$ cat src/rtl/ones_acc_pkg.sv
// Shared types, constants and helpers for the ones-count window accumulator.
// Optional feature macro: ONES_ACC_PEAK_EN (adds the out_peak port and its tracking logic).
package ones_acc_pkg;

    // The top FSM waits in ACCUM while a window fills, then sits in HOLD until the consumer takes the result.
    typedef enum logic {
        ACCUM = 1'b0,
        HOLD  = 1'b1
    } state_t;

    // Width of a per-word ones count. It is tied to the 16-bit popcount stage upstream.
    localparam int ONES_CNT_W    = 5;
    // The largest count a 16-bit word can legally produce.
    localparam int MAX_WORD_ONES = 16;

    // A count above 16 cannot come from a 16-bit word, so it is pinned to 16.
    function automatic logic [ONES_CNT_W-1:0] clamp_count(input logic [ONES_CNT_W-1:0] cnt);
        if (cnt > ONES_CNT_W'(MAX_WORD_ONES)) begin
            return ONES_CNT_W'(MAX_WORD_ONES);
        end
        return cnt;
    endfunction

    // Returns 1 for a count that the upstream stage could never produce.
    function automatic logic count_illegal(input logic [ONES_CNT_W-1:0] cnt);
        return (cnt > ONES_CNT_W'(MAX_WORD_ONES));
    endfunction

endpackage

$ cat src/rtl/ones_acc_core.sv
// Window datapath: running sum, word counter, illegal-count flag and (optionally) peak count.
// The *_nxt outputs already include a word accepted this cycle, so the top can close the
// window on the same edge that takes in the last word.
// Optional feature macro: ONES_ACC_PEAK_EN (adds peak_nxt and its register).
module ones_acc_core
    import ones_acc_pkg::*;
#(
    parameter int WIN_LEN = 16,
    parameter int CNT_W   = ONES_CNT_W,
    parameter int SUM_W   = CNT_W + $clog2(WIN_LEN),
    parameter int WORDS_W = $clog2(WIN_LEN) + 1
) (
    input  logic               clk,
    input  logic               rst,
    input  logic               add_en,
    input  logic [CNT_W-1:0]   in_count,
    input  logic               clear,
    output logic [SUM_W-1:0]   acc_nxt,
    output logic [WORDS_W-1:0] words_nxt,
    output logic               err_nxt
`ifdef ONES_ACC_PEAK_EN
    ,
    output logic [CNT_W-1:0]   peak_nxt
`endif
);

    logic [SUM_W-1:0]   acc_q,   acc_d;
    logic [WORDS_W-1:0] words_q, words_d;
    logic               err_q,   err_d;
    logic [CNT_W-1:0]   cnt_clamped;
`ifdef ONES_ACC_PEAK_EN
    logic [CNT_W-1:0]   peak_q,  peak_d;
`endif

    // Fold an accepted word into the window totals, then apply the close-time clear.
    // NOTE: every signal written here gets a default first, so no path leaves one unassigned and no latch is inferred.
    always_comb begin
        cnt_clamped = clamp_count(in_count);
        acc_nxt     = acc_q;
        words_nxt   = words_q;
        err_nxt     = err_q;
`ifdef ONES_ACC_PEAK_EN
        peak_nxt    = peak_q;
`endif
        if (add_en) begin
            acc_nxt   = acc_q + SUM_W'(cnt_clamped);
            words_nxt = words_q + WORDS_W'(1);
            err_nxt   = err_q | count_illegal(in_count);
`ifdef ONES_ACC_PEAK_EN
            if (cnt_clamped > peak_q) begin
                peak_nxt = cnt_clamped;
            end
`endif
        end
        acc_d   = clear ? '0 : acc_nxt;
        words_d = clear ? '0 : words_nxt;
        err_d   = clear ? 1'b0 : err_nxt;
`ifdef ONES_ACC_PEAK_EN
        peak_d  = clear ? '0 : peak_nxt;
`endif
    end

    // Window state registers; an asynchronous reset discards any partial window.
    // NOTE: state registers use non-blocking assignments so every flop samples values from before the edge.
    always_ff @(posedge clk or posedge rst) begin
        if (rst) begin
            acc_q   <= '0;
            words_q <= '0;
            err_q   <= 1'b0;
`ifdef ONES_ACC_PEAK_EN
            peak_q  <= '0;
`endif
        end else begin
            acc_q   <= acc_d;
            words_q <= words_d;
            err_q   <= err_d;
`ifdef ONES_ACC_PEAK_EN
            peak_q  <= peak_d;
`endif
        end
    end

endmodule

$ cat src/rtl/ones_window_accum.sv
// Accumulates per-word ones counts over windows of WIN_LEN words (or shorter on flush) and
// presents the window sum, word count, threshold flag and error flag on a valid/ready port.
// Optional feature macro: ONES_ACC_PEAK_EN (adds out_peak, the largest clamped count in the window).
module ones_window_accum
    import ones_acc_pkg::*;
#(
    parameter int WIN_LEN = 16,
    parameter int THRESH  = 128,
    parameter int CNT_W   = ONES_CNT_W
) (
    input  logic                         clk,
    input  logic                         rst,
    input  logic                         in_valid,
    output logic                         in_ready,
    input  logic [CNT_W-1:0]             in_count,
    input  logic                         flush,
    output logic                         out_valid,
    input  logic                         out_ready,
    output logic [CNT_W+$clog2(WIN_LEN)-1:0] out_sum,
    output logic [$clog2(WIN_LEN):0]     out_words,
    output logic                         out_over,
    output logic                         out_err
`ifdef ONES_ACC_PEAK_EN
    ,
    output logic [CNT_W-1:0]             out_peak
`endif
);

    // The sum width is derived so that 16*WIN_LEN always fits; it is not meant to be overridden.
    localparam int SUM_W   = CNT_W + $clog2(WIN_LEN);
    localparam int WORDS_W = $clog2(WIN_LEN) + 1;

    state_t             state_q, state_d;
    logic               out_valid_q, out_valid_d;
    logic [SUM_W-1:0]   out_sum_q,   out_sum_d;
    logic [WORDS_W-1:0] out_words_q, out_words_d;
    logic               out_over_q,  out_over_d;
    logic               out_err_q,   out_err_d;
`ifdef ONES_ACC_PEAK_EN
    logic [CNT_W-1:0]   out_peak_q,  out_peak_d;
    logic [CNT_W-1:0]   peak_nxt;
`endif

    logic               accept;
    logic               close;
    logic [SUM_W-1:0]   acc_nxt;
    logic [WORDS_W-1:0] words_nxt;
    logic               err_nxt;

    ones_acc_core #(
        .WIN_LEN (WIN_LEN),
        .CNT_W   (CNT_W),
        .SUM_W   (SUM_W),
        .WORDS_W (WORDS_W)
    ) u_core (
        .clk       (clk),
        .rst       (rst),
        .add_en    (accept),
        .in_count  (in_count),
        .clear     (close),
        .acc_nxt   (acc_nxt),
        .words_nxt (words_nxt),
        .err_nxt   (err_nxt)
`ifdef ONES_ACC_PEAK_EN
        ,
        .peak_nxt  (peak_nxt)
`endif
    );

    // Next state and output-register capture: close on the last word or a non-empty flush, release on handshake.
    always_comb begin
        state_d     = state_q;
        out_valid_d = out_valid_q;
        out_sum_d   = out_sum_q;
        out_words_d = out_words_q;
        out_over_d  = out_over_q;
        out_err_d   = out_err_q;
`ifdef ONES_ACC_PEAK_EN
        out_peak_d  = out_peak_q;
`endif
        in_ready    = (state_q == ACCUM);
        accept      = in_valid & in_ready;
        // words_nxt counts a word taken this cycle, so a flush with that word closes, and an empty flush does not.
        close       = (state_q == ACCUM) &&
                      ((accept && (words_nxt == WORDS_W'(WIN_LEN))) ||
                       (flush && (words_nxt != '0)));
        case (state_q)
            ACCUM: begin
                if (close) begin
                    state_d     = HOLD;
                    out_valid_d = 1'b1;
                    out_sum_d   = acc_nxt;
                    out_words_d = words_nxt;
                    out_over_d  = (32'(acc_nxt) >= 32'(THRESH));
                    out_err_d   = err_nxt;
`ifdef ONES_ACC_PEAK_EN
                    out_peak_d  = peak_nxt;
`endif
                end
            end
            HOLD: begin
                // Result data stays on the port after the handshake; only valid drops.
                if (out_ready) begin
                    state_d     = ACCUM;
                    out_valid_d = 1'b0;
                end
            end
            default: state_d = ACCUM;
        endcase
    end

    // FSM and output registers.
    always_ff @(posedge clk or posedge rst) begin
        if (rst) begin
            state_q     <= ACCUM;
            out_valid_q <= 1'b0;
            out_sum_q   <= '0;
            out_words_q <= '0;
            out_over_q  <= 1'b0;
            out_err_q   <= 1'b0;
`ifdef ONES_ACC_PEAK_EN
            out_peak_q  <= '0;
`endif
        end else begin
            state_q     <= state_d;
            out_valid_q <= out_valid_d;
            out_sum_q   <= out_sum_d;
            out_words_q <= out_words_d;
            out_over_q  <= out_over_d;
            out_err_q   <= out_err_d;
`ifdef ONES_ACC_PEAK_EN
            out_peak_q  <= out_peak_d;
`endif
        end
    end

    assign out_valid = out_valid_q;
    assign out_sum   = out_sum_q;
    assign out_words = out_words_q;
    assign out_over  = out_over_q;
    assign out_err   = out_err_q;
`ifdef ONES_ACC_PEAK_EN
    assign out_peak  = out_peak_q;
`endif

endmodule
$ cat config.mk
export PLATFORM = sky130hd
export DESIGN_NAME = ones_window_accum
export DESIGN_NICKNAME = d
export VERILOG_FILES = /design/src/rtl/ones_acc_pkg.sv /design/src/rtl/ones_acc_core.sv /design/src/rtl/ones_window_accum.sv
export SDC_FILE = /design/constraint.sdc
export NUM_CORES = 1
export LEC_CHECK = 0
export CAP_MARGIN = 20
export CORE_ASPECT_RATIO = 1.1
export CORE_MARGIN = 1.5
export CORE_UTILIZATION = 47
export DETAILED_ROUTE_END_ITERATION = 10
export PLACE_DENSITY_LB_ADDON = 0.08
export SETUP_SLACK_MARGIN = 0.4
export SLEW_MARGIN = 20
export SYNTH_ARGS = -nofsm -noshare
export SYNTH_HDL_FRONTEND = slang
export SYNTH_SLANG_ARGS = --single-unit
$ cat constraint.sdc
create_clock -name clk -period 2 [get_ports clk]
set_input_delay 0.3 -clock clk [delete_from_list [all_inputs] [get_ports clk]]
set_output_delay 0.3 -clock clk [all_outputs]
set_load 0.01 [all_outputs]
==> results of run 1 <==
[flip-flops by register name, indices dropped and copies added, names as in the netlist]
name and count:
out_err 1, out_over 1, out_sum 9, out_valid 1, out_words 5, state_q 1
u_core.acc_q 9, u_core.err_q 1, u_core.words_q 5
[worst max-delay path by stage]
stage	to	slack, ns	cells after the start	startpoint
2_1_floorplan	out_err$_DFFE_PP0P_	0.04	8	u_core.words_q[1]$_DFF_PP0_
3_3_place_gp	out_over$_DFFE_PP0P_	-0.48	11	in_count[0]
3_5_place_dp	out_over$_DFFE_PP0P_	-0.60	11	in_count[0]
4_1_cts	out_sum[2]$_DFFE_PP0P_	-0.07	9	u_core.words_q[1]$_DFF_PP0_
5_1_grt	out_sum[2]$_DFFE_PP0P_	-0.19	9	u_core.words_q[1]$_DFF_PP0_
6_report	out_sum[2]$_DFFE_PP0P_	-0.09	9	u_core.words_q[1]$_DFF_PP0_
[through the flow]
step,TNS [ns],instance area [um^2],instances,worst slack [ns]
2_1_floorplan,0,1720,164,0.0352
6_report,-1.16,2490,273,-0.0924
3_5_place_dp,-8.92,2210,257,-0.603
5_1_grt,-3.87,2490,273,-0.190
4_1_cts,-0.961,2420,270,-0.0662
3_3_place_gp,-7.08,2210,257,-0.479
[layer usage]
layer,vias to the layer above,track usage [%],part of all wire [%]
met1,641,26.3,40
met3,11,5.51,3.2
met5,-,0,0
met2,30,39.3,53
met4,0,11.1,3.1
li1,671,-,-
[Yosys cell counts, drive strengths merged, types with 2 or more instances]
library cell and count:
xnor2 7, inv 7, mux2i 4, a21oi 21
buf 5, nand2 5, nor3 2, dfrtp 33
nand3 4, o21ai 4, ha 6, a31oi 4
nor2 40, nand2b 3, nor2b 5
[worst register-to-register path, delay by kind of cell (launching register included)]
family	cells	cell delay, ns
compound gates	3	0.27
buf+inv	3	0.49
flops	1	0.42
fa+ha+maj	1	0.26
simple gates	2	0.57
[where the power goes]
part	internal, mW	total (mW)	switching, mW
combinational	1.19	2.21	1.01
sequential	0.925	1.11	0.183
clock	0.134	0.363	0.229
total	2.25	3.68	1.43
[cell families (layout without fill, tap and decap cells)]
logic type,Yosys count,in the layout,share of synthesized area [%]
AO/OA/AOI/OAI,34,34,14.5
XOR/XNOR,8,8,4.24
adder cells (fa/ha/maj),7,7,5.75
buffers and inverters,13,74,4.24
flip-flops,33,33,49.9
multiplexers,4,4,2.42
AND/OR/NAND/NOR,65,65,18.9
[cell type report]
| cell class | instances | area, um^2 | share of cell area [%] |
|---|---|---|---|
| well taps | 48 | 60.1 | 2.41 |
| repair buffers | 59 | 597 | 23.9 |
| flip-flops and latches | 33 | 827 | 33.2 |
| clock buffers | 6 | 41.3 | 1.66 |
| inverters | 7 | 26.3 | 1.05 |
| multi-input cells | 118 | 932 | 37.4 |
| clock inverters | 2 | 10.0 | 0.401 |
[what timing repair did]
action / 4_1_cts / 5_1_grt
hold buffers: 0 / 0
buffers inserted: 3 / 3
resized for setup: 27 / 17
gates cloned: 2 / 0
pin swaps: 11 / 3
setup endpoints to repair: 32 / 38
==> flow_metrics.py, run 1 <==
metrics = {
    "run_status": {
        "outcome": "finished, violations left",
        "violations": "negative setup slack",
    },
    "timing": {
        "holdWs_ns": 0.337,
        "final-setup-viol-count": 24,
        "rsz0062_at_grt": "true",
        "slew_viol_final": 0,
        "fmax_mhz": 478,
        "fin_ws_ns": -0.0924,
        "relSlewSlack_pct": 69.4,
        "hold_viol_final": 0,
        "clock_skew_ns": 0.00971,
        "period_minus_slack_ns": 2.09,
        "period_share_pct": 105,
        "tightest_slew_ns": 0.457,
    },
    "drt": {
        "routedWlPerCell_um": 14.0,
        "vias_per_cell": 4.96,
        "drt-initial-drc-count": 41,
        "detail-route-antenna-nets": 0,
        "drcViolationCount": 0,
        "vias": 1353,
        "wl_um": 3820,
        "drt-pass1-iter-count": 4,
    },
    "clock_tree": {
        "ctsHtreeMaxLevel": 2,
        "clk_pin_slew_ns": 0.11,
        "cts_tree": "yes",
        "cts_made_buffers": 5,
        "clockRootBuffer": "clkbuf_4",
        "cts_sinks": 33,
        "clk_path_buf_depth": 2,
        "insertion_delay_ns": 0.34,
    },
    "grt": {
        "grt_use_total_pct": 22.9,
        "grt_max_degree": 34,
        "grt_antenna_before_repair": 0,
        "grt_overflow_total": 0,
        "grt_pass1_vias": 1449,
        "grt_pass1_wl_um": 6480,
    },
    "setup_path": {
        "cp.arrival_ns": 2.36,
        "endpoint_kind": "register",
        "rr_worst_depth": 9,
        "cp_max_fo": 5,
        "crit_family": "simple AND/OR/NAND/NOR gates",
        "ff2ff_setup_slack_ns": -0.09,
        "required_ns": 2.26,
        "worst_path_most_repeated_cell": "a21oi_2",
        "crit_buf_inv": 3,
        "cp_cell_sequence": "ha_4, nor4bb_4, a21oi_2, nor4b_2, buf_4, a2bb2oi_4, buf_6, buf_16, a21oi_2",
        "slowest_delay_ns": 0.42,
        "r2r-start": "u_core.words_q[1]$_DFF_PP0_",
        "critPathSlowestCell": "dfrtp_1",
        "cp-start-kind": "register",
        "r2r-end": "out_sum[2]$_DFFE_PP0P_",
        "crit_type": "register to register",
    },
    "final_layout": {
        "final_cell_mix": "dfrtp_1, buf_4, clkdlybuf4s50_1",
        "final_common_cell": "dfrtp_1",
        "nFillCells": 249,
        "postLayoutCoreUtil_pct": 74.3,
        "syn2layout_area_growth_pct": 50.8,
        "finalNetCount": 241,
        "layout-drive-gt1-share_pct": 38.7,
        "diodes": 0,
    },
    "synthesis": {
        "ys_types": 32,
        "synth_warnings": 0,
        "synth_top_area_share_pct": 49.9,
        "ys.flop_type": "dfrtp_1",
        "ys_ff_latch": 33,
        "synth_nets": 181,
        "yosysTopAreaCell": "dfrtp_1",
        "synth_edf_count": 0,
        "ys_async_sr_fraction_pct": 100,
        "synth_area_um2": 1650,
        "syn-mean-instance-area_um2": 10.1,
        "synthCells": 164,
        "ys_seq_area_share_pct": 49.9,
        "synth.area.top_cells": "dfrtp_1, nor2_1, a21oi_2",
    },
    "worst_hold_path": {
        "hp-class": "input pin to async pin",
    },
    "die": {
        "die_h_um": 65.2,
        "die-area_um2": 3880,
        "fp.dieW_um": 59.6,
        "pin_count": 28,
        "coreArea_um2": 3360,
        "initial_core_util_pct": 49.3,
        "row_count": 22,
    },
    "pwr": {
        "power_density_nw_per_um2": 1480,
        "p_leak_nw": 1.09,
        "finalPower_mw": 3.68,
        "ir_drop_mv": 0.822,
    },
    "placement": {
        "portBuffers": 27,
        "place_congestion": 0.873,
        "hpwlAfterDp_um": 2550,
    },
    "flow_run": {
        "drv_cap": 0,
    },
}
Power figures use the tool's default switching activity.
==> run 2, diff against run 1 <==
--- a/config.mk
+++ b/config.mk
@@ -8,7 +8,8 @@
 export CAP_MARGIN = 20
 export CORE_ASPECT_RATIO = 1.1
 export CORE_MARGIN = 1.5
-export CORE_UTILIZATION = 47
+export CORE_UTILIZATION = 40
+export CTS_BUF_LIST = sky130_fd_sc_hd__clkbuf_2
 export DETAILED_ROUTE_END_ITERATION = 10
 export PLACE_DENSITY_LB_ADDON = 0.08
 export SETUP_SLACK_MARGIN = 0.4
==> flow_metrics.py, run 2 (same netlist as run 1, synthesis figures left out) <==
metrics = {
    "run_status": {
        "outcome": "finished, violations left",
        "violations": "negative setup slack",
    },
    "drt": {
        "wl_met1_um": 1510,
        "vias": 1386,
        "wl_met3_um": 121,
        "dr_wl_met2_um": 1900,
        "drt-initial-drc-count": 44,
        "detail-route-antenna-nets": 0,
        "wl_um": 3610,
        "vias_per_cell": 4.93,
        "routedWlPerCell_um": 12.8,
        "drcViolationCount": 0,
        "drt-pass1-iter-count": 4,
        "highest-signal-layer": "met4",
    },
    "pwr": {
        "ir_drop_mv": 0.577,
        "p_leak_nw": 1.10,
        "power_density_nw_per_um2": 1390,
    },
    "placement": {
        "pre_cts_slack_ns": -0.581,
        "place_congestion": 0.889,
        "portBuffers": 27,
        "place_inst": 258,
        "hpwlAfterDp_um": 2590,
    },
    "timing": {
        "final-setup-viol-count": 20,
        "fin_tns_setup_ns": -1.28,
        "rsz0062_at_grt": "true",
        "hold_viol_final": 0,
        "relSlewSlack_pct": 70.2,
        "slew_viol_final": 0,
        "clock_skew_ns": 0.0197,
        "period_share_pct": 105,
        "holdWs_ns": 0.286,
        "tightest_slew_ns": 0.444,
        "period_minus_slack_ns": 2.10,
        "fmax_mhz": 477,
        "fin_ws_ns": -0.0963,
    },
    "die": {
        "pin_count": 28,
        "row_count": 24,
        "coreArea_um2": 3960,
        "fp.dieW_um": 64.3,
        "initial_core_util_pct": 41.7,
        "die_h_um": 70.4,
        "die-area_um2": 4530,
    },
    "clock_tree": {
        "clk_pin_slew_ns": 0.17,
        "clockRootBuffer": "clkbuf_2",
        "cts_sinks": 33,
        "insertion_delay_ns": 0.38,
        "cts_tree": "yes",
        "ctsHtreeMaxLevel": 2,
        "cts_hold_buf": 0,
        "cts_made_buffers": 5,
        "clk_path_buf_depth": 2,
    },
    "setup_path": {
        "endpoint_kind": "register",
        "required_ns": 2.26,
        "cp_max_fo": 22,
        "cp.arrival_ns": 2.36,
        "crit_type": "register to register",
        "ff2ff_setup_slack_ns": -0.1,
        "cp-start-kind": "register",
    },
    "final_layout": {
        "finalNetCount": 245,
        "postLayoutCoreUtil_pct": 59.9,
        "multiInputGateArea_um2": 860,
        "final_cell_mix": "dfrtp_1, buf_4, nor2_1",
        "diodes": 0,
        "layout-drive-gt1-share_pct": 34.1,
        "syn2layout_area_growth_pct": 43.6,
        "layout.cells.non_filler": 281,
        "regArea_um2": 827,
        "nFillCells": 370,
    },
    "grt": {
        "grt_use_total_pct": 18.4,
        "grt_overflow_total": 0,
        "grt_pass1_wl_um": 6350,
        "grt_antenna_before_repair": 0,
        "grt_pass1_vias": 1444,
        "grt_max_degree": 34,
    },
    "flow_run": {
        "drv_cap": 0,
    },
    "worst_hold_path": {
        "hp-class": "input pin to async pin",
    },
}
[run 2: cell types whose count changed in the layout (fill, tap and decap cells not counted), sizes merged]
cell	change
buf	+5
clkinv	+1
dlygate4sd2	+15
clkbuf	-1
clkdlybuf4s50	-13
dlymetal6s2s	-3
[run 2: per-layer routing]
metal	vias up	GRT usage, %
li1	682	-
met1	671	20.8
met2	25	32.4
met3	8	4.99
met4	0	7.57
met5	-	0
[run 2: through the flow]
stage	area, um^2	power, mW
2_1_floorplan	1720	2.12
3_3_place_gp	2190	2.81
3_5_place_dp	2190	2.86
4_1_cts	2340	3.27
5_1_grt	2380	3.57
6_report	2380	3.30
[run 2: worst max-delay path: stages, from the launching register on]
cell,delay [ns]
dfrtp_1,0.44
ha_4,0.26
nor4bb_4,0.29
a21oi_1,0.08
nor4b_2,0.31
buf_4,0.18
a2bb2oi_4,0.07
buf_12,0.19
nor2_1,0.10
a21oi_1,0.05
[run 2: path summary, 6_finish.rpt]
kind,startpoint,to,depth (start not counted)
max in group asynchronous,rst,u_core.acc_q[4]$_DFF_PP0_,3
hold / removal,rst,u_core.words_q[2]$_DFF_PP0_,3
min in group clk,out_ready,state_q$_DFF_PP0_,2
hold reg to reg,out_valid$_DFFE_PP0P_,out_valid$_DFFE_PP0P_,1
setup / recovery,u_core.words_q[1]$_DFF_PP0_,out_sum[3]$_DFFE_PP0P_,9
setup reg to reg,u_core.words_q[1]$_DFF_PP0_,out_sum[3]$_DFFE_PP0P_,9
[run 2: what timing repair did]
action                     4_1_cts  5_1_grt
hold endpoints to repair         0        0
setup endpoints to repair       46       34
setup buffers                   12        3
resized for setup               34        5
pin swaps                        5        0
[run 2: final cells by class]
class,instances,share of cell area (%)
Tap cell,52,2.74
Sequential cell,33,34.8
Clock inverter,3,0.527
Timing Repair Buffer,63,23.5
Clock buffer,5,1.05
Multi-Input combinational cell,118,36.2
Inverter,7,1.21
[run 2: report_power, final]
group / switching, mW / leakage, nW / internal (mW)
clock network: 0.226 / 0.0278 / 0.0764
logic: 0.908 / 0.659 / 1.01
registers: 0.157 / 0.414 / 0.922
total: 1.29 / 1.10 / 2.01
